<file path="src/rtl/uart_rx_ctrl_gen.sv">
// UART receive controller: 2-flop synchronizer, 3-sample majority vote, LSB-first
// deserializer with parity/start/stop checking and per-frame captured configuration.
module uart_rx_ctrl_gen #(
  parameter int DATA_WIDTH  = 8,
  parameter int PRESC_WIDTH = 6
) (
  input  logic                   clk,
  input  logic                   rst,
  input  logic                   rx_in,
  input  logic [PRESC_WIDTH-1:0] prescale,
  input  logic                   par_en,
  input  logic                   par_typ,
  input  logic                   stop2,
  output logic [DATA_WIDTH-1:0]  p_data,
  output logic                   data_valid,
  output logic                   par_error,
  output logic                   stop_error,
  output logic                   strt_glitch,
  output logic                   busy
);

  typedef enum logic [2:0] {
    S_IDLE, S_START, S_DATA, S_PARITY, S_STOP, S_DONE
  } state_t;

  state_t r_state, w_next;

  logic                   r_sync1, r_sync2;
  logic [PRESC_WIDTH-1:0] r_presc, r_edge_cnt;
  logic [3:0]             r_bit_cnt;
  logic                   r_par_en, r_par_typ, r_stop2;
  logic                   r_samp0, r_samp1;
  logic [DATA_WIDTH-1:0]  r_shift;
  logic                   r_parity, r_par_flag, r_stop_flag;
  logic [DATA_WIDTH-1:0]  r_p_data;
  logic                   r_data_valid, r_par_error, r_stop_error, r_strt_glitch;

  logic                   w_rxs;
  logic [PRESC_WIDTH-1:0] w_presc_in, w_half;
  logic                   w_last, w_samp0_pt, w_samp1_pt, w_resolve, w_maj;
  logic                   w_start_entry;

  assign w_rxs      = r_sync2;
  assign w_presc_in = (prescale < PRESC_WIDTH'(4)) ? PRESC_WIDTH'(4) : prescale;
  assign w_half     = r_presc >> 1;
  assign w_last     = (r_edge_cnt == r_presc - PRESC_WIDTH'(1));
  assign w_samp0_pt = (r_edge_cnt == w_half - PRESC_WIDTH'(1));
  assign w_samp1_pt = (r_edge_cnt == w_half);
  assign w_resolve  = (r_edge_cnt == w_half + PRESC_WIDTH'(1));
  // Third sample is the live synchronized line, so the vote resolves at M+1 itself.
  assign w_maj      = (r_samp0 & r_samp1) | (r_samp0 & w_rxs) | (r_samp1 & w_rxs);

  assign w_start_entry = (w_next == S_START) && (r_state != S_START);

  always_ff @(posedge clk or negedge rst) begin
    if (!rst) r_state <= S_IDLE;
    else      r_state <= w_next;
  end

  always_comb begin
    w_next = r_state;
    case (r_state)
      S_IDLE:   if (!w_rxs) w_next = S_START;
      S_START: begin
        if (w_resolve && w_maj) w_next = S_IDLE;
        else if (w_last)        w_next = S_DATA;
      end
      S_DATA:
        if (w_last && (r_bit_cnt == 4'(DATA_WIDTH - 1)))
          w_next = r_par_en ? S_PARITY : S_STOP;
      S_PARITY: if (w_last) w_next = S_STOP;
      S_STOP:
        if (w_resolve && (!r_stop2 || (r_bit_cnt == 4'd1))) w_next = S_DONE;
      S_DONE:   w_next = w_rxs ? S_IDLE : S_START;
      default:  w_next = S_IDLE;
    endcase
  end

  always_ff @(posedge clk or negedge rst) begin
    if (!rst) begin
      r_sync1       <= 1'b1;
      r_sync2       <= 1'b1;
      r_presc       <= PRESC_WIDTH'(4);
      r_edge_cnt    <= '0;
      r_bit_cnt     <= '0;
      r_par_en      <= 1'b0;
      r_par_typ     <= 1'b0;
      r_stop2       <= 1'b0;
      r_samp0       <= 1'b1;
      r_samp1       <= 1'b1;
      r_shift       <= '0;
      r_parity      <= 1'b0;
      r_par_flag    <= 1'b0;
      r_stop_flag   <= 1'b0;
      r_p_data      <= '0;
      r_data_valid  <= 1'b0;
      r_par_error   <= 1'b0;
      r_stop_error  <= 1'b0;
      r_strt_glitch <= 1'b0;
    end else begin
      r_sync1       <= rx_in;
      r_sync2       <= r_sync1;
      r_data_valid  <= 1'b0;
      r_par_error   <= 1'b0;
      r_stop_error  <= 1'b0;
      r_strt_glitch <= 1'b0;

      if (w_start_entry) begin
        r_presc     <= w_presc_in;
        r_par_en    <= par_en;
        r_par_typ   <= par_typ;
        r_stop2     <= stop2;
        r_edge_cnt  <= '0;
        r_bit_cnt   <= '0;
        r_parity    <= 1'b0;
        r_par_flag  <= 1'b0;
        r_stop_flag <= 1'b0;
      end else if (r_state == S_IDLE || r_state == S_DONE) begin
        r_edge_cnt <= '0;
        r_bit_cnt  <= '0;
      end else begin
        if (w_last || w_next == S_IDLE || w_next == S_DONE) r_edge_cnt <= '0;
        else                                                r_edge_cnt <= r_edge_cnt + PRESC_WIDTH'(1);
        if (w_samp0_pt) r_samp0 <= w_rxs;
        if (w_samp1_pt) r_samp1 <= w_rxs;
        case (r_state)
          S_START: if (w_resolve && w_maj) r_strt_glitch <= 1'b1;
          S_DATA: begin
            if (w_resolve) begin
              r_shift  <= {w_maj, r_shift[DATA_WIDTH-1:1]};
              r_parity <= r_parity ^ w_maj;
            end
            if (w_last) r_bit_cnt <= (w_next == S_DATA) ? r_bit_cnt + 4'd1 : 4'd0;
          end
          S_PARITY: if (w_resolve) r_par_flag <= w_maj ^ r_parity ^ r_par_typ;
          S_STOP: begin
            if (w_resolve && !w_maj) r_stop_flag <= 1'b1;
            if (w_last)              r_bit_cnt   <= r_bit_cnt + 4'd1;
          end
          default: ;
        endcase
      end

      if (r_state == S_DONE) begin
        if (!r_par_flag && !r_stop_flag) begin
          r_p_data     <= r_shift;
          r_data_valid <= 1'b1;
        end else begin
          r_par_error  <= r_par_flag;
          r_stop_error <= r_stop_flag;
        end
      end
    end
  end

  assign p_data      = r_p_data;
  assign data_valid  = r_data_valid;
  assign par_error   = r_par_error;
  assign stop_error  = r_stop_error;
  assign strt_glitch = r_strt_glitch;
  assign busy        = (r_state != S_IDLE);

endmodule

</file>
<file path="config.mk">
export PLATFORM = sky130hd
export DESIGN_NAME = uart_rx_ctrl_gen
export DESIGN_NICKNAME = d
export VERILOG_FILES = /design/src/rtl/uart_rx_ctrl_gen.sv
export SDC_FILE = /design/constraint.sdc
export NUM_CORES = 1
export LEC_CHECK = 0
export BUFFER_PORTS_ARGS = -buffer_cell sky130_fd_sc_hd__buf_2
export CORE_ASPECT_RATIO = 0.6
export CORE_MARGIN = 3
export CORE_UTILIZATION = 48
export CTS_CLUSTER_DIAMETER = 30
export CTS_CLUSTER_SIZE = 10
export DETAILED_ROUTE_END_ITERATION = 7
export PLACE_DENSITY = 0.78
export SLEW_MARGIN = 30
export SYNTH_ARGS = -nofsm -noshare
export SYNTH_HDL_FRONTEND = slang
export SYNTH_SLANG_ARGS = --single-unit
</file>
<file path="constraint.sdc">
create_clock -name clk -period 4 [get_ports clk]
set_clock_uncertainty 0.05 [all_clocks]
set_input_delay 0.6 -clock clk [delete_from_list [all_inputs] [get_ports clk]]
set_output_delay 0.6 -clock clk [all_outputs]
set_load 0.01 [all_outputs]
</file>
# == Word level (Yosys, flattened, before mapping) ==
# Index checks and enable logic that the tools add are counted.
# totals
register_bits,49
inputBits,12
out_inout_bits,13
elab_cells,125
# op_classes
addsub,5
magnitude_cmp,1
n_eq_ne,18
muxes,41
bitwise_logic,9
n_reduce_logical,31
# op_table
cell,count
two-way mux 6 bit,4
two-way mux 1 bit,23
two-way mux 3 bit,7
two-way mux 4 bit,5
== test 6 bit,3
one-hot mux 3 bit (6 select lines),1
AND reduction 3 bit,6
nonzero test 2 bit,5
== test 3 x 2 -> 1 bit (second input constant),3
== test 3 bit (second input constant),3
!= test 4 bit (second input constant),2
one-hot mux 4 bit (2 select lines),1
adder 5 x 1 -> 6 bit (second input constant),1
adder 6 x 1 -> 6 bit (second input constant),1
== test 3 x 1 -> 1 bit (second input constant),2
== test 6 x 5 -> 1 bit,1
logical AND 1 bit,6
zero test 3 bit,2
< comparator 6 x 3 -> 1 bit (second input constant),1
subtractor 5 x 1 -> 6 bit (second input constant),1
subtractor 6 x 1 -> 6 bit (second input constant),1
adder 4 x 1 -> 4 bit (second input constant),1
== test 4 x 1 -> 1 bit (second input constant),1
== test 4 x 3 -> 1 bit (second input constant),1
other kinds (12),23

# == Logic depth before layout (Yosys ltp) ==
# logic_depth
depth_word,12
depth_mapped,11
mapped_depth_nobuf,10

# == Worst setup path before layout ==
# No wires, ideal clock.
# synth_timing
path_type,register -> register
start,reg r_presc[2]
end,reg r_bit_cnt[3]
setup_ns,0.126
t_arrival_ns,2.380
t_required_ns,3.824
slack_ns,1.444
path_stages_with_launch,11
n_path_buf,1
synth_period_minus_slack_ns,2.556
path_cell_list,dfstp_2 > buf_2 > inv_1 > ha_1 > nor3b_1 > and3_1 > o211ai_1 > o21ai_0 > a32oi_2 > nor2_2 > a221o_1
# synth_between
elab_chain_cells,11
elab_cells_between_ends,25
cone_classes,add/sub: 2; eq/ne: 6; mux: 11; reduce/logical: 6
# synth_rtl
item,line,source
"start, declared",29,"logic [PRESC_WIDTH-1:0] r_presc, r_edge_cnt;"
"start signal, assigned",109,r_presc <= w_presc_in;
subtractor 6 x 1 -> 6 bit or adder 5 x 1 -> 6 bit (tied branches),"46, 49",
"== test 6 bit, on equally long branches","46, 49",
"two-way mux 3 bit, or another cell as far along",66,else if (w_last) w_next = S_DATA;
"two-way mux 3 bit, on equally long branches","65, 69, 73",
one-hot mux 3 bit (6 select lines),62,case (r_state)
== test 3 x 2 -> 1 bit,133,if (w_last) r_bit_cnt <= (w_next == S_DATA) ? r_bit_cnt + 4'd1 : 4'd0;
two-way mux 4 bit (2 in series),133,
one-hot mux 4 bit (2 select lines),126,case (r_state)
two-way mux 4 bit,118,end else if (r_state == S_IDLE || r_state == S_DONE) begin
two-way mux 4 bit,108,if (w_start_entry) begin
"end signal, assigned",133,
"end signal, assigned",138,if (w_last) r_bit_cnt <= r_bit_cnt + 4'd1;
"end, declared",30,logic [3:0] r_bit_cnt;
# Several ways; a longest one is shown, not always the timed one. The select of a mux whose other input is x is not followed.
# A chain may end at the register's enable or synchronous reset.

# == Final worst setup path ==
# Ends and elaborated chain as after synthesis.

==> results.md <==
* Outcome: finished clean
* Diode count at 0
* Synth top area share at 0.3943
* Starting Density at 0.5239
* CTS Buffer Depth at 2
* Root buffer cell: clkbuf_8
* Worst reg2reg path depth at 9
* Cell variety after synth at between 50 and 60
* CTS buffer count at 5
* Highest Clock Rate at between 300 and 400 MHz
* RSZ-0062 raised after global routing: false
* Cell count after placement at 384
* Finished Layout Cells at slightly below 400
* Synth Area per Inst at about 9.5 sq um
* Worst-Margin Slew at ~0.65 ns
* Hold WC Path Type: in2async
* Post-route minimum period at just under 3 ns
* Leak at 1.412 nW
* Die height at 65.09 um
* Layout cells sized above 1 at 0.2032
* Setup total negative slack at 0 ns
* Routed len/inst at approximately 17 um
* Required @ worst endpoint at 4.15 ns
* Top_reg_cell synth: dfrtp_1
* Critical path's largest stage delay at around 0.66 ns
* Detail Route Antenna Nets at 0
* R2r startpoint: r_presc[2]$_DFFE_PN1N_
* Final Net Count at 333
* Gpl congestion at between 0.9 and 1
* Vias in the first global route at approximately 2,200
* Area growth, synth to finish at 9.946%
* CTS resizes at 0
* Share of flip-flops with an asynchronous set or reset at 1.000
* Max transition margin at 0.5629
* Input/output buffers at 24
* Crit-path cells: inv_1 > ha_1 > nor3b_1 > and3_1 > o211ai_1 > o21ai_0 > a32oi_2 > nor2_2 > a221o_1
* Worst-skew pair later-pin latency at roughly 0.32 ns
* Pwr dens at 623.3 nW/um^2
* CP Class: reg2reg
* IO Count at 25
* WHS at ~0.22 ns
* Final-report max-slew violation count at 0
* Iteration-0 DRC Markers at approximately 160
* Mapped Area at roughly 2800 sq um
* Final Hold Viols at 0
* # setup viols final at 0
* Crit-path max FO at 10
* Synth Instances at between 200 and 300
* Post-CTS Setup Bufs at 0
* Initial antenna violation count at 0
* Global Route Usage Sum at 0.2070
* YS warnings at 0
* CP Launch Type: flip-flop
* Seq cells post-synth at 49
* Synth top area cells: dfrtp_1 39%, mux2_2 5.6%, nand2_1 5.4%
* Reg2reg end: r_bit_cnt[3]$_DFFE_PN0P_
* DR pass1 iterations at 5
* Syn nets at roughly 310
* CTS Sinks at between 40 and 50
* Commonest non-fill, non-tap cells in the layout: 44 x dfrtp_1, 40 x nand2_1, 24 x nor2_1
* CP max stage cell: dfstp_2
* Via density at 5.758
* Final WL at between 6 and 7 mm
* Largest net degree at the start of global routing at 50
* H-Tree Depth at 2
* First-pass GRT wire length at 11.08 mm
* Register-to-register setup slack at ~1.0 ns
* Period utilisation layout at 0.7418
* IR drop worst, VDD at 0.4633 mV
* Residual DRC at 0
* CTS tree: built
* Core Area at 5330 sq um
* Sequential area share after synthesis at 0.4413
* EDFF count, synth at 0
* Post-DP HPWL at 4.860 mm
* # hold bufs at CTS at 0
* Tot Pwr at approximately 1.9 mW
* Leading area contributor after synthesis: dfrtp_1
* Vias at 2,257
* Design area at between 3000 and 4000 sq um
* Placed cell areas at between 2000 and 3000 sq um
* Clk slew on worst S/H paths at roughly 0.10 ns
* # fillers at 465
* Die area at 6799 sq um
* Die width at about 100 um
* # rows at 20
* Commonest non-fill, non-tap cell in the layout: dfrtp_1
* Total gr overflow at 0
* Worst path arrival time at between 3 and 4 ns
* Max-cap violation count at 0
* CP endpoint kind: flip-flop
==> per-stage QoR <==
stage | utilization | setup WS [ns]
after detailed placement | 0.5568 | 1.135
after global placement | 0.5563 | 1.256
after floorplan | - | 1.444
after CTS | 0.5761 | 1.080
after global routing | 0.5761 | 0.8417
final | 0.5761 | 1.033
==> routing by layer <==
metal  up-vias  share of wire  GRT usage  routed length (um)
met5         -              0          0                   0
met4         0         0.0092    0.03980                  60
met3        11          0.084    0.05970                 545
met2        95           0.40     0.2878                2622
met1      1078           0.50     0.3173                3258
li1       1073              -          -                   -
==> worst max-delay path: cells and delay by family, from the launching register on <==
family | cells | cell delay [ns]
AO/OA/AOI/OAI | 4 | 1.26
flip-flops | 1 | 0.66
AND/OR/NAND/NOR | 3 | 0.52
adder cells (fa/ha/maj) | 1 | 0.24
buffers and inverters | 1 | 0.12
==> state kept, by name, summed over array words and instances (netlist names), 3 cells and up <==
| signal | cells |
|---|---|
| p_data | 8 |
| r_edge_cnt | 6 |
| r_state | 3 |
| r_shift | 8 |
| r_presc | 6 |
| r_bit_cnt | 4 |
==> power by group <==
part / internal [mW] / switching [mW]
Sequential: 0.597 / 0.174
Combinational: 0.350 / 0.471
Clock: 0.131 / 0.191
Total: 1.08 / 0.836
==> cells by family after synthesis <==
logic type / Yosys count / synth area share
AOI/OAI and AO/OA: 45 / 0.1129
xor gates and xnor gates: 25 / 0.08109
adders and majority gates: 8 / 0.03494
buffers and inverters: 23 / 0.03449
DFF: 49 / 0.4413
muxes: 16 / 0.06362
and+or+nand+nor: 127 / 0.2316
==> synth_stat cells, types with 4 or more instances <==
cell / instances
nor3b_1: 4
xnor2_1: 14
buf_2: 5
and3_1: 6
a21oi_1: 11
dfrtp_1: 44
mux2_2: 14
o21ai_0: 10
ha_1: 7
nand3_1: 15
nor2b_1: 4
xor2_1: 10
nor4_1: 5
dfstp_2: 5
nor3_1: 10
nor2_1: 24
nand2_1: 40
clkbuf_1: 4
inv_1: 9
==> final cells by class <==
cell class                 count  area [sq um]  share of cell area
timing repair buffer          25         130.1             0.04238
inverter                      12         45.04             0.01467
sequential                    49          1232              0.4014
clock buffer                   5         68.82             0.02241
clock inverter                 3         33.78             0.01100
multi-input combinational    221          1464              0.4768
tap                           77         96.34             0.03138
==> worst max-delay path by stage <==
stage	startpoint	endpoint	slack, ns	depth (start not counted)
4_1_cts	r_presc[2]$_DFFE_PN1N_	r_bit_cnt[3]$_DFFE_PN0P_	1.08	9
3_3_place_gp	r_presc[2]$_DFFE_PN1N_	r_edge_cnt[5]$_DFF_PN0_	1.26	10
5_1_grt	r_presc[2]$_DFFE_PN1N_	r_bit_cnt[3]$_DFFE_PN0P_	0.84	9
3_5_place_dp	r_presc[2]$_DFFE_PN1N_	r_bit_cnt[3]$_DFFE_PN0P_	1.13	9
2_1_floorplan	r_presc[2]$_DFFE_PN1N_	r_bit_cnt[3]$_DFFE_PN0P_	1.44	10
6_report	r_presc[2]$_DFFE_PN1N_	r_bit_cnt[3]$_DFFE_PN0P_	1.03	9
(Power assumes the default switching activity.)
